$ cat config.mk
export PLATFORM = sky130hd
export DESIGN_NAME = pc_fetch_unit
export DESIGN_NICKNAME = d
export VERILOG_FILES = /design/src/rtl/pc_fetch_unit.sv
export SDC_FILE = /design/constraint.sdc
export NUM_CORES = 1
export LEC_CHECK = 0
export ABC_CLOCK_PERIOD_IN_PS = 9200
export CORE_ASPECT_RATIO = 0.75
export CORE_MARGIN = 8
export CORE_UTILIZATION = 49
export CTS_CLUSTER_SIZE = 14
export DETAILED_ROUTE_END_ITERATION = 10
export PLACE_DENSITY = 0.87
export SYNTH_ARGS = -nofsm -noshare
export SYNTH_HDL_FRONTEND = slang
export SYNTH_SLANG_ARGS = --single-unit
export TNS_END_PERCENT = 5
$ cat constraint.sdc
create_clock -name clk -period 9.2 [get_ports clk]
set_clock_uncertainty 0.2 [all_clocks]
set_input_delay 1.38 -clock clk [delete_from_list [all_inputs] [get_ports clk]]
set_output_delay 1.38 -clock clk [all_outputs]
set_load 0.02 [all_outputs]
$ cat src/rtl/pc_fetch_unit.sv
// Program counter owner and instruction fetch sequencer: fetches one word,
// holds it for decode/execute, then commits the next PC when the datapath retires.
module pc_fetch_unit #(
    parameter logic [31:0] RESET_PC    = 32'h0000_3000,
    parameter logic [31:0] EXC_VEC     = 32'h0000_4180,
    parameter bit          CHECK_ALIGN = 1'b1
) (
    input  logic        clk,
    input  logic        rst,
    output logic        imem_req,
    output logic [31:0] imem_addr,
    input  logic        imem_ack,
    input  logic [31:0] imem_rdata,
    output logic [31:0] instr,
    output logic [5:0]  op,
    output logic [5:0]  funct,
    output logic        instr_valid,
    input  logic        ex_stall,
    input  logic [3:0]  npc_op,
    input  logic [31:0] rs_data,
    output logic [31:0] pc,
    output logic [31:0] pc_plus4,
    output logic        addr_err,
    output logic        illegal_npc
);

    typedef enum logic [1:0] {
        S_IDLE,
        S_FETCH,
        S_EXEC
    } state_t;

    state_t state, state_nx;

    logic        load_instr;
    logic        retire;
    logic [31:0] branch_off;
    logic [31:0] target;
    logic        target_checked;
    logic        npc_bad;
    logic        misaligned;
    logic [31:0] pc_commit;

    assign pc_plus4   = pc + 32'd4;
    assign imem_addr  = pc;
    assign op         = instr[31:26];
    assign funct      = instr[5:0];
    assign branch_off = {{14{instr[15]}}, instr[15:0], 2'b00};

    always_comb begin
        state_nx    = state;
        imem_req    = 1'b0;
        instr_valid = 1'b0;
        load_instr  = 1'b0;
        retire      = 1'b0;
        case (state)
            S_IDLE: state_nx = S_FETCH;
            S_FETCH: begin
                imem_req = 1'b1;
                if (imem_ack) begin
                    load_instr = 1'b1;
                    state_nx   = S_EXEC;
                end
            end
            S_EXEC: begin
                instr_valid = 1'b1;
                if (!ex_stall) begin
                    retire   = 1'b1;
                    state_nx = S_FETCH;
                end
            end
            default: state_nx = S_IDLE;
        endcase
    end

    always_comb begin
        target         = pc_plus4;
        target_checked = 1'b0;
        npc_bad        = 1'b0;
        case (npc_op)
            4'b0000: target = pc_plus4;
            4'b0001: begin
                target         = pc_plus4 + branch_off;
                target_checked = 1'b1;
            end
            4'b0010: target = {pc_plus4[31:28], instr[25:0], 2'b00};
            4'b0011, 4'b0100: begin
                target         = rs_data;
                target_checked = 1'b1;
            end
            default: npc_bad = 1'b1;
        endcase
    end

    // With the trap disabled a misaligned target is silently rounded down.
    assign misaligned = target_checked && (target[1:0] != 2'b00);
    assign pc_commit  = !misaligned ? target
                      : (CHECK_ALIGN ? EXC_VEC : {target[31:2], 2'b00});

    always_ff @(posedge clk) begin
        if (rst) begin
            state       <= S_IDLE;
            pc          <= RESET_PC;
            instr       <= '0;
            addr_err    <= 1'b0;
            illegal_npc <= 1'b0;
        end else begin
            state       <= state_nx;
            addr_err    <= retire && misaligned && CHECK_ALIGN;
            illegal_npc <= retire && npc_bad;
            if (load_instr) begin
                instr <= imem_rdata;
            end
            if (retire) begin
                pc <= pc_commit;
            end
        end
    end

endmodule

Word level (Yosys, flattened, before mapping)
Cells that the tools add are included.

Flip-flop bits (word level): 68. Word-level logic and storage cells: 38. Output and inout bits: 144.

Reduce and logical (&&, ||, !) cells: 10. $add $sub $neg: 2. Eq/ne operators: 8. Muxes and demuxes: 13.

Operator list (count): one-hot mux 32 bit (3 select lines) (1); adder 32 x 3 -> 32 bit (second input constant) (1); adder 32 bit (1); 2-to-1 mux 32 bit (1); == test 4 x 2 -> 1 bit (second input constant) (2); 2-to-1 mux 1 bit (8); one-hot mux 2 bit (3 select lines) (1); OR reduction 5 bit (1); == test 4 x 1 -> 1 bit (second input constant) (1); == test 4 x 3 -> 1 bit (second input constant) (1); logical NOT 4 bit (1); 2-to-1 mux 2 bit (2); inequality test 2 bit (second input constant) (2); logical AND 1 bit (3); OR reduction 3 bit (1); == test 2 x 1 -> 1 bit (second input constant) (1); == test 2 bit (second input constant) (1); logical NOT 2 bit (1); AND reduction 2 bit (1); nonzero test 2 bit (1); OR reduction 2 bit (1).

Logic depth before layout (Yosys ltp)
Depth after elaboration: 6. Depth in mapped cells: 17.

Worst setup path after synthesis
No wires, ideal clock.

Path type: register to register. From: reg pc[8], in the netlist imem_addr[8]. To: reg pc[31], in the netlist imem_addr[31]. Path slack: 5.075 ns. Library setup time: 0.127 ns. Cell stages (with the launch flop): 17. Arrival time: 3.798 ns. Required time: 8.873 ns. Cells stage by stage: dfxtp_1 > buf_2 > nand4_1 > nor2_1 > nand4_1 > nor2_1 > xor2_1 > ha_1 > a21oi_1 > o21ai_1 > o41ai_1 > nor2_1 > a21bo_2 > a21boi_0 > or3_1 > a31oi_1 > nor3_2.

Word-level cells in the longest chain between the ends: 4.

RTL lines: from (decl) (RTL line 21) `output logic [31:0] pc,`; from (signal assigned) (RTL line 115) `pc <= pc_commit;`; adder 32 x 3 -> 32 bit (RTL line 44) `assign pc_plus4 = pc + 32'd4;`; via pc_plus4[18] (RTL line 22) `output logic [31:0] pc_plus4,`; adder 32 bit (RTL line 83) `target = pc_plus4 + branch_off;`; one-hot mux 32 bit (3 select lines) (RTL line 80) `case (npc_op)`; 2-to-1 mux 32 bit (RTL line 97) `assign pc_commit = !misaligned ? target`.

The timed path passes the listed nets, and every way through them passes these cells. A chain may end at the register's enable or synchronous reset.

Worst setup path after layout
From: reg pc[8], in the netlist imem_addr[8]. To: out pc_plus4[26].

Word-level cells in the longest chain between the ends: 1.

RTL lines (RTL line): adder 32 x 3 -> 32 bit (44); to (decl) (22).

No other way between the ends.

==> run summary <==
run status -> completed
Sw Pwr -> 245 uW
clock sinks -> 68
fillcell total -> 961
CORE AREA -> 11500 sq um
cell count after synthesis -> 784
Ys Warns -> 0
Starting Density -> 0.501
H-tree Lvls -> 3
Clk pwr share -> 0.446
number of antenna diodes -> 0
setup TNS -> 0 ps
Hold Fails Final Rpt -> 0
FF+latch count, synth -> 68
hold crit path type -> reg -> reg
synthesized area -> 5770 sq um
sequential share of power -> 0.361
vias in the first global route -> 6041
Post-CTS Setup Repair Bufs -> 0
Power Density -> 110 nW/um^2
syn_nets -> 894
max_slew headroom -> 0.219
GR Overflow Total -> 0
Tmin final -> 4680 ps
Vias/cell -> 5.82
RSZ-0062 raised after global routing -> false
period utilization -> 0.508
DP Wirelength -> 16200 um
P_leak -> 0.00300 uW
port bufs -> 215
pre-CTS setup slack -> 4800 ps
max_cap viols -> 0
die extent in y -> 110 um
Internal -> 636 uW
cell mode on critical path -> nand4_1
NumNets Final -> 1041
Top FF cell, synth -> dfxtp_1
final slew viol count -> 0
reg-to-reg startpoint -> imem_addr[8]$_SDFFE_PP0P_
clk root buf -> clkbuf_16
Total Routed Length -> 21100 um
num ports -> 216
Clock Latency Late Sink -> 340 ps
Least-Margin Pin Slew -> 1170 ps
FP Rows -> 34
DRC Markers -> 0
combinational power share -> 0.193
Post-synth EDFFs -> 0
distinct cell type count after synthesis -> 74
CTS clk-pin slew, worst paths -> 60 ps
Peak Freq -> 214 MHz
CTS Hold Bufs -> 0
area delta synth->final -> 38.4%
Final Power -> 881 uW
kind of critical path -> reg -> out
Worst Path Max Fanout -> 9
first-pass GRT wire length -> 32600 um
via count -> 6392
first-pass iteration count of the detailed router -> 5
share of cells above drive strength 1 -> 0.0534
register area share after synthesis -> 0.236
CP cell instances -> nand4_1 > nor2_1 > nand4_1 > nor3_1 > xor2_1 > clkdlybuf4s50_1
CTS tree -> built
WP data required -> 7620 ps
worst setup path startpoint -> imem_addr[8]$_SDFFE_PP0P_
RePlAce Congestion -> 0.977
HP Start -> instr[28]$_SDFFE_PP0P_
die area -> 15500 sq um
crit end category -> output pin
antenna-violating nets left -> 0
Syn Area/Cell -> 7.36 sq um
PostCTS Resize Cnt -> 0
final setup vio count -> 0
final core utilization -> 0.693
DR WL/cell -> 19.2 um
clk buf depth -> 2
critical path arrival -> 3100 ps
initial antenna violation count -> 0
GRT Total Usage -> 0.265
Post-synth ARST share -> 0
Switching Fraction -> 0.278
critical path's slowest cell -> clkdlybuf4s50_1
DRT iter0 DRCs -> 518
Worst setup SP type -> flip-flop
maximum VDD drop -> 0.0930 mV
post-route worst setup slack -> 4520 ps
Die Wd -> 141 um
largest net degree at the start of global routing -> 59
max incr delay on CP -> 690 ps
total CTS buffers -> 9
==> per-stage QoR <==
step | instance area (sq um) | hold slack, ps | cells
finish | 7990 | 276 | 1098
global route | 7990 | 296 | 1098
CTS | 7990 | 274 | 1098
detailed placement | 7650 | 262 | 1082
floorplan | 5770 | 344 | 784
global placement | 7650 | 263 | 1082
==> path summary, 6_finish.rpt <==
| kind | to | slack, ps | depth (start not counted) |
|---|---|---|---|
| max | pc_plus4[26] | 4520 | 6 |
| min | instr[28]$_SDFFE_PP0P_ | 280 | 2 |
| max reg2reg | imem_addr[31]$_SDFFE_PP0P_ | 4770 | 15 |
| min reg2reg | instr[28]$_SDFFE_PP0P_ | 280 | 2 |
==> Yosys cell counts, drive strengths merged (3+ instances only) <==
cell	count	area, sq um
a211oi	9	67.6
a21o	9	75.1
a21oi	84	428
a221oi	21	190
a222oi	3	30.0
a22oi	6	45.0
a311oi	3	26.3
a31oi	11	68.8
and2	4	25.0
and3	13	87.6
buf	58	428
clkbuf	27	103
dfxtp	68	1360
ha	37	463
inv	16	60.1
nand2	135	509
nand2b	4	25.0
nand3	20	113
nand3b	3	22.5
nand4	8	65.1
nor2	70	273
nor2b	8	50.1
nor3	14	86.3
o211ai	5	37.5
o21a	5	37.5
o21ai	53	265
or3	5	36.3
xnor2	38	352
xor2	16	148
==> cells in the final DEF (no fill, tap or decap), drive strengths merged, types with 14 or more instances in the layout <==
cell type      count
nor2              70
xor2              16
o21ai             53
clkdlybuf4s50    214
ha                37
a21oi             84
nand3             20
xnor2             38
dfxtp             68
inv               16
nor3              14
nand2            135
a221oi            21
==> cell families (layout without fill, tap and decap cells) <==
kind of cell,after synthesis,count (layout),share of synthesized area
buffers and inverters,102,254,0.104
DFF,68,68,0.236
adders and majority gates,38,38,0.0837
and+or+nand+nor,293,293,0.239
muxes,1,1,0.00173
xor gates and xnor gates,54,54,0.0865
AOI/OAI and AO/OA,228,228,0.250
==> routing by layer <==
metal	track usage	part of all wire	vias to the layer above
li1	-	-	3037
met2	0.404	0.42	392
met5	0	0	-
met3	0.112	0.15	35
met4	0.0719	0.018	0
met1	0.340	0.41	2928
==> power groups by stage <==
| stage | Sequential, uW | Clock [uW] | Combinational (uW) |
|---|---|---|---|
| 2_1_floorplan | 329 | 0 | 84.5 |
| 3_3_place_gp | 324 | 0 | 166 |
| 3_5_place_dp | 324 | 0 | 168 |
| 4_1_cts | 317 | 396 | 169 |
| 5_1_grt | 319 | 410 | 184 |
| 6_report | 318 | 393 | 170 |
==> flip-flops by register name, summed over array words and instances, names as in the netlist <==
| signal | flops |
|---|---|
| state | 2 |
| imem_addr | 32 |
| illegal_npc | 1 |
| addr_err | 1 |
| instr | 32 |
==> area by class of cell <==
type | count | area (sq um) | area share
Multi-Input combinational cell | 614 | 3830 | 0.479
Clock buffer | 11 | 253 | 0.0316
Tap cell | 162 | 203 | 0.0254
Timing Repair Buffer | 222 | 2200 | 0.275
Clock inverter | 5 | 83.8 | 0.0105
Inverter | 16 | 60.1 | 0.00752
Sequential cell | 68 | 1360 | 0.170
==> critical path: cells and delay by family, from the launching register on <==
kind	cells	cell delay, ps
xor gates and xnor gates	1	360
buffers and inverters	1	690
DFF	1	490
and+or+nand+nor	4	1230
Power figures use the tool's default switching activity.
